## src/rtl/out_port_uart_tx.sv

```systemverilog
// out_port_uart_tx: captures CPU OUT-port bytes into a FIFO and sends them as 8N1 UART frames, LSB first.
// A frame that ends with bytes still queued rolls straight into the next start bit.
module out_port_uart_tx #(
  parameter int DEPTH        = 4,
  parameter int CLKS_PER_BIT = 16
) (
  input  logic                    clk,
  input  logic                    reset,
  input  logic [7:0]              out_data,
  input  logic                    out_valid,
  output logic                    tx,
  output logic                    busy,
  output logic                    fifo_full,
  output logic                    fifo_empty,
  output logic [$clog2(DEPTH):0]  level,
  output logic                    overflow
);
  localparam int AW = $clog2(DEPTH);
  localparam int CW = $clog2(CLKS_PER_BIT);
  typedef enum logic [1:0] {IDLE, START, DATA, STOP} state_e;
  state_e        state_q;
  logic [7:0]    mem_q [DEPTH];
  logic [AW:0]   wr_ptr_q, rd_ptr_q;
  logic [CW-1:0] baud_q;
  logic [2:0]    bit_q;
  logic [7:0]    shift_q;
  logic          tx_q, busy_q, overflow_q;
  logic          baud_end, pop, push;
  assign fifo_empty = wr_ptr_q == rd_ptr_q;
  assign fifo_full  = (wr_ptr_q[AW] != rd_ptr_q[AW]) && (wr_ptr_q[AW-1:0] == rd_ptr_q[AW-1:0]);
  assign level      = wr_ptr_q - rd_ptr_q;
  assign baud_end   = baud_q == CW'(CLKS_PER_BIT - 1);
  // A pop frees a slot on the same edge, so a full FIFO still accepts a push then.
  assign pop        = !fifo_empty && (state_q == IDLE || (state_q == STOP && baud_end));
  assign push       = out_valid && (!fifo_full || pop);
  assign tx         = tx_q;
  assign busy       = busy_q;
  assign overflow   = overflow_q;
  always_ff @(posedge clk) begin
    if (push) mem_q[wr_ptr_q[AW-1:0]] <= out_data;
  end
  always_ff @(posedge clk) begin
    if (reset) begin
      state_q    <= IDLE;
      wr_ptr_q   <= '0;
      rd_ptr_q   <= '0;
      baud_q     <= '0;
      bit_q      <= '0;
      shift_q    <= '0;
      tx_q       <= 1'b1;
      busy_q     <= 1'b0;
      overflow_q <= 1'b0;
    end else begin
      if (push) wr_ptr_q <= wr_ptr_q + (AW+1)'(1);
      if (pop) rd_ptr_q <= rd_ptr_q + (AW+1)'(1);
      if (out_valid && !push) overflow_q <= 1'b1;
      baud_q <= (state_q == IDLE || baud_end) ? '0 : baud_q + CW'(1);
      case (state_q)
        IDLE: if (pop) begin
          state_q <= START;
          shift_q <= mem_q[rd_ptr_q[AW-1:0]];
          tx_q    <= 1'b0;
          busy_q  <= 1'b1;
        end
        START: if (baud_end) begin
          state_q <= DATA;
          bit_q   <= '0;
          tx_q    <= shift_q[0];
        end
        DATA: if (baud_end) begin
          if (bit_q == 3'd7) begin
            state_q <= STOP;
            tx_q    <= 1'b1;
          end else begin
            shift_q <= shift_q >> 1;
            tx_q    <= shift_q[1];
            bit_q   <= bit_q + 3'd1;
          end
        end
        STOP: if (baud_end) begin
          if (pop) begin
            state_q <= START;
            shift_q <= mem_q[rd_ptr_q[AW-1:0]];
            tx_q    <= 1'b0;
          end else begin
            state_q <= IDLE;
            busy_q  <= 1'b0;
          end
        end
        default: state_q <= IDLE;
      endcase
    end
  end
endmodule

```

## config.mk

```make
export PLATFORM = sky130hd
export DESIGN_NAME = out_port_uart_tx
export DESIGN_NICKNAME = d
export VERILOG_FILES = /design/src/rtl/out_port_uart_tx.sv
export SDC_FILE = /design/constraint.sdc
export NUM_CORES = 1
export LEC_CHECK = 0
export BUFFER_PORTS_ARGS = -buffer_cell sky130_fd_sc_hd__buf_2
export CORE_MARGIN = 2
export CORE_UTILIZATION = 35
export CTS_BUF_LIST = sky130_fd_sc_hd__clkbuf_8
export CTS_CLUSTER_DIAMETER = 30
export DETAILED_ROUTE_END_ITERATION = 10
export HOLD_SLACK_MARGIN = 0.02
export SLEW_MARGIN = 20
export SYNTH_ARGS = -nofsm -noshare
export SYNTH_HDL_FRONTEND = slang
export SYNTH_SLANG_ARGS = --single-unit
```

## constraint.sdc

```tcl
create_clock -name clk -period 4.7 [get_ports clk]
set_input_delay 0.94 -clock clk [delete_from_list [all_inputs] [get_ports clk]]
set_output_delay 0.94 -clock clk [all_outputs]
set_load 0.01 [all_outputs]
```

# == Word level (Yosys, flattened, before mapping) ==
# Memories as Yosys holds them, arrays and structs flattened. A register that Yosys moved wholly into a read port is not among the register bits.
# Cells that the tools add are included.
# classes
addsub,5
eq_ne,15
mux,30
reduce_logical,21
# ops
cell,n
two-way mux 8 bit,4
one-hot mux 8 bit (3 select lines),1
two-way mux 2 bit,7
inequality test 2 bit (second input constant),7
AND reduction 4 bit,3
two-way mux 1 bit,11
adder 3 x 1 -> 3 bit (second input constant),3
two-way mux 3 bit,3
one-hot mux 2 bit (4 select lines),1
one-hot mux 3 bit (2 select lines),1
logical AND 1 bit,5
AND reduction 5 bit,1
adder 4 x 1 -> 4 bit (second input constant),1
== test 2 bit (second input constant),2
== test 4 bit (second input constant),1
one-hot mux 1 bit (4 select lines),1
nonzero test 2 bit,2
== test 3 bit,1
== test 3 bit (second input constant),1
zero test 1 bit,3
logical OR 1 bit,3
AND reduction 3 bit,1
nonzero test 3 bit,1
subtractor 3 bit,1
6 further kinds,6
# word_totals
regBits,26
ram_bits,32
inputBits,11
out_inout_bits,8
word_cells,81
n_memories,1
# mem_list
name,depth,width,read_ports,rd_clocked_by_memory_dff,wr,line_no,rtl
mem_q,4,8,1,1,1,22,logic [7:0] mem_q [DEPTH];

# == Longest topological paths before layout ==
# depth
depth_word,8
ltp_mapped,8
mapped_depth_nobuf,7

# == Worst setup path after synthesis ==
# OpenSTA, ideal clock, no wires.
# synth_timing
kind,register -> output
from,register wr_ptr_q[0]
to,output port fifo_empty
t_arrival_ps,1293
required_time_ps,3760
setup_slack_ps,2467
stages_incl_launch_ff,7
n_path_buf,1
cell_sequence,dfxtp_1 inv_1 ha_1 and2_1 clkbuf_1 nand2_1 inv_1
# synth_between
elab_chain_cells,1
# synth_rtl
item,line_no,rtl
from (decl),23,"logic [AW:0] wr_ptr_q, rd_ptr_q;"
from (signal assigned),54,if (push) wr_ptr_q <= wr_ptr_q + (AW+1)'(1);
== test 3 bit,29,assign fifo_empty = wr_ptr_q == rd_ptr_q;
to (decl),14,"output logic fifo_empty,"
# Every way passes these cells.

# == Worst setup path after layout ==
# Same ends and word-level chain as after synthesis.

==> flow_metrics.env <==
export IMPL_routed_via_count=1622
export IMPL_fillers=672
export IMPL_worst_path_buf_inv=3
export IMPL_crit_family="flip-flops"
export IMPL_remaining_drc_errors=0
export IMPL_global_route_usage_total_pct=12.4
export IMPL_cts_hold_buf=0
export IMPL_start_util_pct=36.6
export IMPL_clk_path_buf_depth=2
export IMPL_timing_hold_worst_start="baud_q[0]"
export IMPL_setup_total_negative_slack_ns=0
export IMPL_power_clock_fraction_pct=32.8
export IMPL_critical_path_cell_count=6
export IMPL_fmax_ghz=0.361
export IMPL_mostFrequentLayoutCell="sky130_fd_sc_hd__edfxtp_1"
export IMPL_post_place_cells=308
export IMPL_cpMostUsedCell="sky130_fd_sc_hd__inv_1"
export IMPL_dp_worst_setup_slack_ns=2.31
export IMPL_place_gp_congestion=0.778
export IMPL_cell_count_of_the_worst_hold_path=1
export IMPL_grt_setup_unrepaired="false"
export IMPL_switching_share_pct=29.9
export IMPL_die_height_um=91.5
export IMPL_power_leakage_nw=1.18
export IMPL_critPathRequiredTime_ns=3.76
export IMPL_power_switching_mw=0.511
export IMPL_combinationalPowerShare_pct=26.8
export IMPL_synth_async_reset_ratio_pct=0
export IMPL_multi_input_comb_area_um2=1070
export IMPL_holdPathEnd="baud_q[0]"
export IMPL_synth_top_cells_by_area="sky130_fd_sc_hd__edfxtp_1, sky130_fd_sc_hd__dfxtp_1, sky130_fd_sc_hd__mux4_2"
export IMPL_post_synthesis_sequential_area_ratio_pct=56.7
export IMPL_wl_per_cell_um=14.4
export IMPL_timing_clock_skew_ns=0.0103
export IMPL_cts_repair_resized=0
export IMPL_critical_path_slowest_cell="sky130_fd_sc_hd__dfxtp_1"
export IMPL_tritoncts="yes"
export IMPL_worst_voltage_drop_across_the_vdd_grid_v=0.000232
export IMPL_seqCellArea_um2=1520
export IMPL_cts_buffers=9
export IMPL_setup_worst_path_class="reg -> out"
export IMPL_most_common_layout_cells="sky130_fd_sc_hd__edfxtp_1, sky130_fd_sc_hd__dfxtp_1, sky130_fd_sc_hd__buf_2, sky130_fd_sc_hd__ha_1, sky130_fd_sc_hd__nor2_1"
export IMPL_post_route_cells_drive_above_1_share_pct=24.4
export IMPL_post_synth_num_cell_types=44
export IMPL_worstPathMaxFanout=6
export IMPL_core_region_area_um2=7330
export IMPL_worst_r2r_path_depth=6
export IMPL_synth_edf_count=32
export IMPL_final_min_clock_period_ns=2.77
export IMPL_cts_htree_levels=3
export IMPL_crit_chain="inv_1, ha_1, and2_1, nand2_1, inv_1, buf_2"
export IMPL_power_per_unit_of_standard_cell_area_nw_per_um2=552
export IMPL_crit_reg2reg_capture="shift_q[0]"
export IMPL_r2r_slack_ns=2.49
export IMPL_postCtsSetupBuffers=0
export IMPL_antenna_found_initial=0
export IMPL_first_global_vias=1671
export IMPL_timing_final_hold_violations=0
export IMPL_yosys_warnings=0
export IMPL_hold_path_class="reg -> reg"
export IMPL_max_slew_worst_pin_slew_ns=0.630
export IMPL_grt_pass1_wl_um=7990
export IMPL_grt_overflow_total=0
export IMPL_crit_path_max_incr_delay_ns=0.41
export IMPL_timing_final_crit_share_pct=59.0
export IMPL_antenna_cells_inserted=0
export IMPL_setup_viol_count_final=0
export IMPL_clock_tree_root="sky130_fd_sc_hd__clkbuf_8"
export IMPL_synthCells=199
export IMPL_firstDrtPassIters=4
export IMPL_largest_net_degree_at_the_start_of_global_routing=21
export IMPL_ys_seq_elements=60
export IMPL_synth_top_flop_cell="sky130_fd_sc_hd__edfxtp_1"
export IMPL_dp_final_hpwl_um=3190
export IMPL_seq_power_share_pct=40.4
export IMPL_whs_ns=0.467
export IMPL_initialDrtViolationCount=73
export IMPL_drt_antenna_violating_nets=0
export IMPL_io_pin_count=19
export IMPL_drt_vias_per_instance=5.01
export IMPL_detail_route_wirelength_um=4680
export IMPL_clock_sinks=60
export IMPL_final_critical_path_setup_slack_ns=1.93
export IMPL_netlist_area_leader_share_pct=35.8
export IMPL_run_status="finished, final reports clean"
export IMPL_floorplan_die_width_um=91.5
export IMPL_finalPower_mw=1.71
export IMPL_clkLatencyLatePin_ns=0.34
export IMPL_cap_viol_max_count=0
export IMPL_syn_avg_cell_area_um2=13.5
export IMPL_critPathArrivalTime_ns=1.83
export IMPL_p_int_mw=1.20
export IMPL_port_buffers=18
export IMPL_worst_setup_path_start_kind="flop"
export IMPL_die_area_um2=8380
export IMPL_num_rows=31
export IMPL_pins_over_their_slew_limit=0
export IMPL_clkSlewWorstSetupHoldPaths_ns=0.07
export IMPL_final_cells=324
export IMPL_synthesis_area_um2=2680
export IMPL_area_growth_pct=15.3
export IMPL_yosys_area_top_type="sky130_fd_sc_hd__edfxtp_1"
export IMPL_final_net_count=246
export IMPL_rr_startpoint="state_q[0]"
export IMPL_maxSlewHeadroom_pct=57.7
export IMPL_synth_nets=225
export IMPL_setup_worst_path_end_class="output pin"
[synth_stat cells (2+ instances only)]
cell type / instances
sky130_fd_sc_hd__o31ai_1: 2
sky130_fd_sc_hd__dfxtp_1: 28
sky130_fd_sc_hd__a31oi_1: 2
sky130_fd_sc_hd__o31a_1: 2
sky130_fd_sc_hd__nand3_1: 2
sky130_fd_sc_hd__nor2_1: 12
sky130_fd_sc_hd__or3_1: 3
sky130_fd_sc_hd__mux4_2: 8
sky130_fd_sc_hd__a22o_1: 9
sky130_fd_sc_hd__inv_1: 10
sky130_fd_sc_hd__xnor2_1: 6
sky130_fd_sc_hd__nand2_1: 8
sky130_fd_sc_hd__xor2_1: 3
sky130_fd_sc_hd__o21ai_0: 2
sky130_fd_sc_hd__edfxtp_1: 32
sky130_fd_sc_hd__and2_1: 4
sky130_fd_sc_hd__nor3_1: 5
sky130_fd_sc_hd__a41oi_1: 2
sky130_fd_sc_hd__nor4_1: 2
sky130_fd_sc_hd__ha_1: 14
sky130_fd_sc_hd__mux2_2: 8
sky130_fd_sc_hd__buf_2: 3
sky130_fd_sc_hd__buf_6: 2
sky130_fd_sc_hd__clkbuf_1: 4
sky130_fd_sc_hd__mux2i_1: 2
sky130_fd_sc_hd__a21oi_1: 6
[area by class of cell]
class,instances,area share [%]
clock buffer,9,4.01
clock inverter,7,3.77
inverter,10,1.21
multi-input combinational,120,34.6
sequential,60,49.2
tap,99,4.01
timing repair buffer,19,3.16
[power by group through the flow]
stage	clock network [mW]	logic, mW	registers, mW
after detailed placement	0	0.459	0.703
after global placement	0	0.456	0.703
after floorplan	0	0.495	0.681
after global routing	0.596	0.507	0.703
after CTS	0.571	0.463	0.692
final	0.560	0.457	0.690
[registers in the layout, summed over array words and instances (netlist names), named ones only]
name / flops
mem_q: 32
busy: 1
tx: 1
overflow: 1
bit_q: 3
shift_q: 8
state_q: 2
rd_ptr_q: 3
wr_ptr_q: 3
baud_q: 4
[worst max path at each step]
stage,start,endpoint,slack (ns)
2_1_floorplan,wr_ptr_q[0],fifo_empty,2.47
3_3_place_gp,wr_ptr_q[0],level[2],2.36
3_5_place_dp,wr_ptr_q[0],fifo_empty,2.31
4_1_cts,wr_ptr_q[0],fifo_empty,1.92
5_1_grt,wr_ptr_q[0],fifo_empty,1.78
6_report,wr_ptr_q[0],fifo_empty,1.93
[worst register-to-register path: stages (launching register included)]
cell                      delay, ns
sky130_fd_sc_hd__dfxtp_1       0.37
sky130_fd_sc_hd__inv_1         0.10
sky130_fd_sc_hd__ha_1          0.43
sky130_fd_sc_hd__nor3_1        0.50
sky130_fd_sc_hd__o211a_1       0.29
sky130_fd_sc_hd__a31oi_4       0.16
sky130_fd_sc_hd__a22o_1        0.26
[routing by layer]
metal,global-route usage (%),share of wire (%),vias to the layer above
met3,3.57,3.6,11
met1,15.5,48,791
met4,7.20,2.6,0
li1,-,-,792
met2,19.1,46,28
met5,0,0,-
[kinds of logic after synthesis]
kind of cell	synth area share, %
compound gates	10.7
flops	56.7
mux	10.8
buf+inv	3.36
xor+xnor	2.94
simple gates	8.12
fa+ha+maj	7.28
[metrics by stage]
stage,area (um^2),utilization (%)
floorplan,2680,-
global placement,2850,38.9
detailed placement,2850,38.9
CTS,3090,42.2
global route,3090,42.2
finish,3090,42.2
(Power assumes the default switching activity.)
